$ cat src/rtl/fifo_write_ctrl.sv
// Write-side controller for the dual-clock FIFO: handshake, write pointers, read-pointer sync,
// full / fill level / sticky overflow. Define FIFO_WR_ALMOST_FULL_EN to add the almost_full output.
module fifo_write_ctrl #(
  parameter int unsigned ADDR_W   = 3,
  parameter int unsigned DATA_W   = 8,
  parameter int unsigned AF_LEVEL = 6
) (
  input  logic              write_clk,
  input  logic              write_rst,
  input  logic              wr_valid,
  input  logic [DATA_W-1:0] wr_data,
  output logic              wr_ready,
  input  logic [ADDR_W:0]   read_ptr_gray,
  input  logic              ovf_clr,
  output logic [DATA_W-1:0] write_data,
  output logic [ADDR_W:0]   write_addr,
  output logic              write_enable_1,
  output logic [ADDR_W:0]   write_ptr_gray,
  output logic              full,
  output logic [ADDR_W:0]   fill_level,
`ifdef FIFO_WR_ALMOST_FULL_EN
  output logic              almost_full,
`endif
  output logic              overflow
);

  localparam int unsigned PtrW = ADDR_W + 1;

  logic [ADDR_W:0] wbin_q, wbin_d;
  logic [ADDR_W:0] wgray_q, wgray_d;
  logic [ADDR_W:0] rq1_q, rq2_q;
  logic [ADDR_W:0] rbin_s;
  logic [ADDR_W:0] fill_q, fill_d;
  logic            full_q, full_d;
  logic            ovf_q, ovf_d;
  logic            we;

  // Each binary bit is the XOR of all Gray bits at or above it.
  always_comb begin
    rbin_s = '0;
    for (int i = 0; i <= int'(ADDR_W); i++) begin
      rbin_s[i] = ^(rq2_q >> i);
    end
  end

  always_comb begin
    we      = wr_valid & ~full_q;
    wbin_d  = wbin_q + {{ADDR_W{1'b0}}, we};
    wgray_d = wbin_d ^ (wbin_d >> 1);
    // Full when the write pointer is one lap ahead of the synchronised read pointer.
    full_d  = (wgray_d == {~rq2_q[ADDR_W:ADDR_W-1], rq2_q[ADDR_W-2:0]});
    fill_d  = wbin_d - rbin_s;
    ovf_d   = ovf_q;
    if (wr_valid && full_q) begin
      ovf_d = 1'b1;
    end else if (ovf_clr) begin
      ovf_d = 1'b0;
    end
  end

  always_ff @(posedge write_clk or negedge write_rst) begin
    if (!write_rst) begin
      wbin_q  <= '0;
      wgray_q <= '0;
      rq1_q   <= '0;
      rq2_q   <= '0;
      fill_q  <= '0;
      full_q  <= 1'b0;
      ovf_q   <= 1'b0;
    end else begin
      wbin_q  <= wbin_d;
      wgray_q <= wgray_d;
      rq1_q   <= read_ptr_gray;
      rq2_q   <= rq1_q;
      fill_q  <= fill_d;
      full_q  <= full_d;
      ovf_q   <= ovf_d;
    end
  end

`ifdef FIFO_WR_ALMOST_FULL_EN
  localparam logic [ADDR_W:0] AfLevel = PtrW'(AF_LEVEL);

  logic af_q, af_d;

  always_comb begin
    af_d = (fill_d >= AfLevel);
  end

  always_ff @(posedge write_clk or negedge write_rst) begin
    if (!write_rst) begin
      af_q <= 1'b0;
    end else begin
      af_q <= af_d;
    end
  end

  assign almost_full = af_q;
`endif

  assign wr_ready       = ~full_q;
  assign write_data     = wr_data;
  assign write_addr     = wbin_q;
  assign write_enable_1 = we;
  assign write_ptr_gray = wgray_q;
  assign full           = full_q;
  assign fill_level     = fill_q;
  assign overflow       = ovf_q;

endmodule

$ cat config.mk
export PLATFORM = sky130hd
export DESIGN_NAME = fifo_write_ctrl
export DESIGN_NICKNAME = d
export VERILOG_FILES = /design/src/rtl/fifo_write_ctrl.sv
export SDC_FILE = /design/constraint.sdc
export NUM_CORES = 1
export LEC_CHECK = 0
export CAP_MARGIN = 20
export CORE_MARGIN = 2
export CORE_UTILIZATION = 44
export DETAILED_ROUTE_END_ITERATION = 7
export MAX_ROUTING_LAYER = met4
export PLACE_DENSITY = 0.83
export SETUP_SLACK_MARGIN = 0.4
export SLEW_MARGIN = 20
export SYNTH_ARGS = -nofsm -noshare
export SYNTH_HDL_FRONTEND = slang
export SYNTH_SLANG_ARGS = --single-unit
$ cat constraint.sdc
create_clock -name write_clk -period 5.6 [get_ports write_clk]
set_clock_uncertainty 0.05 [all_clocks]
set_input_delay 1.4 -clock write_clk [delete_from_list [all_inputs] [get_ports write_clk]]
set_output_delay 1.4 -clock write_clk [all_outputs]
set_load 0.02 [all_outputs]
==> results.ini <==
[outcome]
outcome=completed

[worst_setup_path]
worstPathArrival_ns=2.69
start_kind=primary input
end_kind=output port
crit_required_ns=4.15
path_max_fanout=2
critPathKind=in -> out

[placement]
place_hpwl_um=1090
dp_slack_ns=1.46
port_buffers=23
dpl-instance-area_um2=1130
place_congestion=0.674
placed_cells=116

[floorplanning]
dieWidth_um=50.3
start_util_pct=47.5
placeableCoreArea_um2=1980
row_count=16
io_pins=40
die_h_um=50.3
die_area_um2=2530

[global_route]
grt_start_max_net_pins=22
grtUsageTotal_pct=13.4
grt_pass1_vias=552
gr-total-overflow=0
grt_first_pass_wirelength_um=2460
antenna_found_initial=0

[yosys]
synthSimpleGateAreaFrac_pct=5.31
muxShareOfSynthArea_pct=2.26
synth_fa_ha_area_share_pct=6.51
synth_area_leaders=dfrtp_1 56%, xnor2_1 9.3%, buf_4 7.2%
netlist.area_leader.share_pct=55.8
ys_ff_latch=21
yosysSeqAreaShare_pct=55.8
synth_top_family_by_area=XOR/XNOR gates
yosys_warnings=0
synth_cell_types=22
yosys.area.top_type=dfrtp_1
synth-compound-area-share_pct=3.98
synth_xor_area_share_pct=15.7
synth_area_per_cell_um2=12.4
netlist_area_um2=942
syn_nets=96
synth_cells=76

[final_layout]
area_growth_pct=23.1
stdcell_area_um2=1160
nets=114
diodes=0
final_cell_mix=23 x clkdlybuf4s50_1, 21 x dfrtp_1, 10 x xnor2_1, 7 x inv_1, 5 x xor2_1
mostFrequentLayoutCell=clkdlybuf4s50_1
fin_util_pct=58.5
nFillCells=167
fin_cells=120
drive_gt1_share_pct=7.53

[timing]
hold_violations=0
fin_tns_setup_ns=0
worst_pin_slew_ns=0.848
maxSlewHeadroom_pct=43.3
fmax_mhz=241
setup_violations=0
fin_crit_sh_pct=74.0
slew_viol_final=0
rsz0062_at_grt=no
worst_slack_ns=1.46
finalCriticalPeriod_ns=4.14

[power]
peakVddDrop_v=0.000269
leakage_nw=0.508
powerDensity_nw_per_um2=643

[drt]
drt-vias-per-instance=4.68
drt_iter0_drc=2
route.detailed.drc=0
drtAntennaViolNets=0
wl_per_cell_um=11.4
dr_total_vias=561
dr.pass1.iters=2
wl_um=1360

[clocking]
hold_buffers=0
root_buffer=clkbuf_4
cts_setup_buffers=0
path_clk_slew_ns=0.11
h-tree-depth=1
cts_tree=yes
cts_sinks=21
clockBufferDepth=2
numCtsBuffers=3
ctsResizeCount=0
clock_latency_ns=0.29

[job]
max_cap_violations=0

[worst_hold_path]
hp-class=reg -> reg

## kinds of logic after synthesis
logic type      after synthesis
flops                        21
mux                           2
compound gates                5
buf+inv                      17
xor+xnor                     16
simple gates                 10
fa+ha+maj                     5
## critical path, cell delays in order
cell and delay [ns]:
clkdlybuf4s50_1 0.48, nor2b_1 0.19, clkdlybuf4s50_1 0.62
## through the flow
| stage | hold WS, ns | total power [mW] |
|---|---|---|
| detailed placement | 0.286 | 0.686 |
| global placement | 0.282 | 0.673 |
| global route | 0.322 | 0.806 |
| floorplan | 0.281 | 0.542 |
| finish | 0.298 | 0.746 |
| CTS | 0.308 | 0.757 |
## report_power, final
group | switching, mW | internal [mW] | leakage [nW] | total [mW]
combinational | 0.222 | 0.217 | 0.243 | 0.440
clock | 0.0414 | 0.0277 | 0.0150 | 0.0691
sequential | 0.0300 | 0.207 | 0.249 | 0.237
## synth_stat cells
| library cell | count |
|---|---|
| and2_1 | 1 |
| nand2_1 | 3 |
| ha_1 | 4 |
| buf_4 | 9 |
| o221a_1 | 1 |
| nor2b_1 | 2 |
| nor2_1 | 1 |
| mux2i_1 | 1 |
| dfrtp_1 | 21 |
| mux2_2 | 1 |
| and3_1 | 1 |
| xnor2_1 | 10 |
| inv_1 | 7 |
| nor3_1 | 1 |
| xnor2_2 | 1 |
| a21boi_1 | 1 |
| xor2_1 | 5 |
| nand3_1 | 1 |
| o21ai_0 | 2 |
| maj3_2 | 1 |
| a21oi_2 | 1 |
| buf_2 | 1 |
## path summary, 6_finish.rpt
kind                           start             end  slack, ns  cells after the start
setup / recovery            wr_valid  write_enable_1       1.46                      3
hold / removal              rq1_q[1]        rq2_q[1]       0.30                      0
setup reg to reg            rq2_q[3]   fill_level[3]       3.43                      8
hold reg to reg             rq1_q[1]        rq2_q[1]       0.30                      0
max in group asynchronous  write_rst        rq1_q[1]       3.44                      1
min in group asynchronous  write_rst   write_addr[2]       1.53                      1
## registers in the layout, indices dropped and copies added, names as in the netlist
signal / flops
rq2_q: 4
full: 1
rq1_q: 4
write_ptr_gray: 3
write_addr: 4
fill_level: 4
overflow: 1
## cell type report
class / instances / area [um2] / share of cell area, %
Timing Repair Buffer: 23 / 230 / 19.8
Multi-Input combinational cell: 38 / 318 / 27.4
Inverter: 7 / 26.3 / 2.27
Clock buffer: 4 / 26.3 / 2.27
Sequential cell: 21 / 526 / 45.3
Tap cell: 27 / 33.8 / 2.91
## layer usage
layer,global-route usage [%],part of all wire (%)
met5,-,0
met4,7.41,1.2
met3,2.68,7.1
met2,23.0,51
met1,14.3,41
Note: power is estimated with default switching activity, not from simulation.
==> patch (same flow settings) <==
Change the parameter `ADDR_W` from 3 to 2.
--- a/src/rtl/fifo_write_ctrl.sv
+++ b/src/rtl/fifo_write_ctrl.sv
@@ -1,7 +1,7 @@
 // Write-side controller for the dual-clock FIFO: handshake, write pointers, read-pointer sync,
 // full / fill level / sticky overflow. Define FIFO_WR_ALMOST_FULL_EN to add the almost_full output.
 module fifo_write_ctrl #(
-  parameter int unsigned ADDR_W   = 3,
+  parameter int unsigned ADDR_W   = 2,
   parameter int unsigned DATA_W   = 8,
   parameter int unsigned AF_LEVEL = 6
 ) (
Interface: changed (resized fill_level, read_ptr_gray, write_addr and write_ptr_gray); port bits go from 40 to 36. No check against the original RTL was run, so the function may have changed too.
==> patch against the unedited design <==
- worst setup slack improved by 14 ps
- sequential cell count fell by 5
- register-to-register slack improved by 190 ps
- area after synthesis fell by 24%
- sequential share of layout area rose by 0.28 points
- design area fell by 24%
- clock power fell by 19%
- cell count fell by 30%
- core utilization fell by 0.22 points
- total power fell by 32%
- non-clock buffer count fell by 4
- wire length fell by 33%
- critical path type unchanged
- critical endpoint unchanged
- highest routed layer unchanged
==> patch: results (changes against the unedited design) <==
| Metric | Value |
|---|---|
| Clk buf depth | `2 (unchanged)` |
| Clock Tree Root | `clkbuf_4` |
| VDD IR max | `0.229 mV (-15%)` |
| Post-synthesis adder-cell area fraction | `0.0807 (+0.0156)` |
| Pre-CTS setup slack | `1460 ps (+2.50 ps)` |
| Distinct cells, synth | `16 (-27%)` |
| XOR/XNOR Fraction of Synth Area | `0.119 (-0.0374)` |
| Setup repair bufs after CTS | `0 (unchanged)` |
| Post-synth top cells | `dfrtp_1 (16), buf_4 (9), inv_1 (6)` |
| Worst endpoint data arrival time | `2680 ps (about the same)` |
| Clock Latency Late Sink | `280 ps` |
| R2R cell count | `6 (-2)` |
| P_leak | `0.000391 uW (-23%)` |
| Outcome | `finished clean` |
| Resized cells post-CTS | `0 (unchanged)` |
| Met1 WL | `342 um (-38%)` |
| GR Util met1 | `0.120 (-0.0232)` |
| Normalized max-slew margin | `0.559 (+0.126)` |
| Share of async-settable or async-resettable flops after synthesis | `1.00 (unchanged)` |
| Finished Layout Cells | `84 (-30%)` |
| Share of post-route cells with drive strength above 1 | `0.103 (+0.0277)` |
| Antenna Cells | `0 (unchanged)` |
| Largest net degree at the start of global routing | `17 (-23%)` |
| Routability cong. | `0.736 (+9.2%)` |
| Mux cell area share after synthesis | `0.0281 (+0.00549)` |
| Grt met3 use | `0.0367 (+0.00995)` |
| Crit path max fanout | `2 (unchanged)` |
| Routed wl met3 | `103 um (+6.2%)` |
| M2 GR Usage | `0.194 (-0.0361)` |
| Vias per Instance | `4.70 (+0.59%)` |
| CTS Buf Count | `3 (unchanged)` |
| Mapped Cells | `55 (-28%)` |
| Met2 routed WL | `441 um (-37%)` |
| Commonest non-fill, non-tap cell in the layout | `clkdlybuf4s50_1` |
| Hold Path Depth | `0 (unchanged)` |
| H-tree depth | `1 (unchanged)` |
| Cell total after placement | `81 (-30%)` |
| HP Class | `flop to flop` |
| Highest routing layer actually used | `met4` |
| Max cap viols | `0 (unchanged)` |
| Vias in the first global route | `392 (-29%)` |
| Seq/Total Area, Yosys | `0.561 (+0.00363)` |
| Total track usage | `0.125 (-0.00926)` |
| Mapped Nets | `74 (-23%)` |
| Final nets | `89 (-22%)` |
| First DRT Iteration DRCs | `0 (-2)` |
| Compound-Gate Fraction of Synth Area | `0.0281 (-0.0118)` |
| First-pass GRT wire length | `1630 um (-34%)` |
| WL/cell | `10.9 um (-4.0%)` |
| Yosys warnings | `0 (unchanged)` |
| Drt first pass iters | `1 (-1)` |
| Worst-path clk slew | `80 ps (-30 ps)` |
| Initial antenna violation count | `0 (unchanged)` |
| Dpl hpwl | `755 um (-30%)` |
| Port bufs | `19 (-17%)` |
| Area contributors post-synth | `dfrtp_1 (56%), buf_4 (9.5%), xnor2_1 (6.1%)` |
-- patch: metrics by stage --
| stage | util | total power (uW) | cell area [um^2] |
|---|---|---|---|
| after floorplan | - | 364 | 713 |
| after global placement | 0.568 | 448 | 856 |
| after detailed placement | 0.568 | 458 | 856 |
| final | 0.583 | 505 | 878 |
| after global routing | 0.583 | 543 | 878 |
| after CTS | 0.583 | 516 | 878 |
-- patch: layout make-up --
| cell class | count | area, um^2 |
|---|---|---|
| Multi-Input combinational cell | 24 | 223 |
| Clock buffer | 3 | 22.5 |
| Fill cell | 134 | 628 |
| Timing Repair Buffer | 19 | 190 |
| Inverter | 6 | 22.5 |
| Tap cell | 16 | 20.0 |
| Sequential cell | 16 | 400 |
-- patch: final timing paths --
kind                       slack (ps)      start             end
setup / recovery                 1470   wr_valid  write_enable_1
hold / removal                    300   rq1_q[2]        rq2_q[2]
setup reg to reg                 3620       full   fill_level[2]
hold reg to reg                   300   rq1_q[2]        rq2_q[2]
max in group asynchronous        3610  write_rst        rq2_q[1]
min in group asynchronous        1470  write_rst   write_addr[2]
-- patch: critical path: stages --
cell,delay [ps]
clkdlybuf4s50_1,470
nor2b_1,180
clkdlybuf4s50_1,630
-- patch: report_power, final --
part / switching, uW / leakage (uW) / internal (uW)
sequential: 16.9 / 0.000190 / 154
combinational: 141 / 0.000187 / 137
clock: 31.1 / 0.0000138 / 25.0
total: 189 / 0.000391 / 317
-- patch: cell families (layout without fill, tap and decap cells) --
logic type,after synthesis,count (layout)
AO/OA/AOI/OAI,2,2
flip-flops,16,16
adder cells (fa/ha/maj),4,4
multiplexers,2,2
XOR/XNOR,8,8
buffers and inverters,15,28
AND/OR/NAND/NOR,8,8
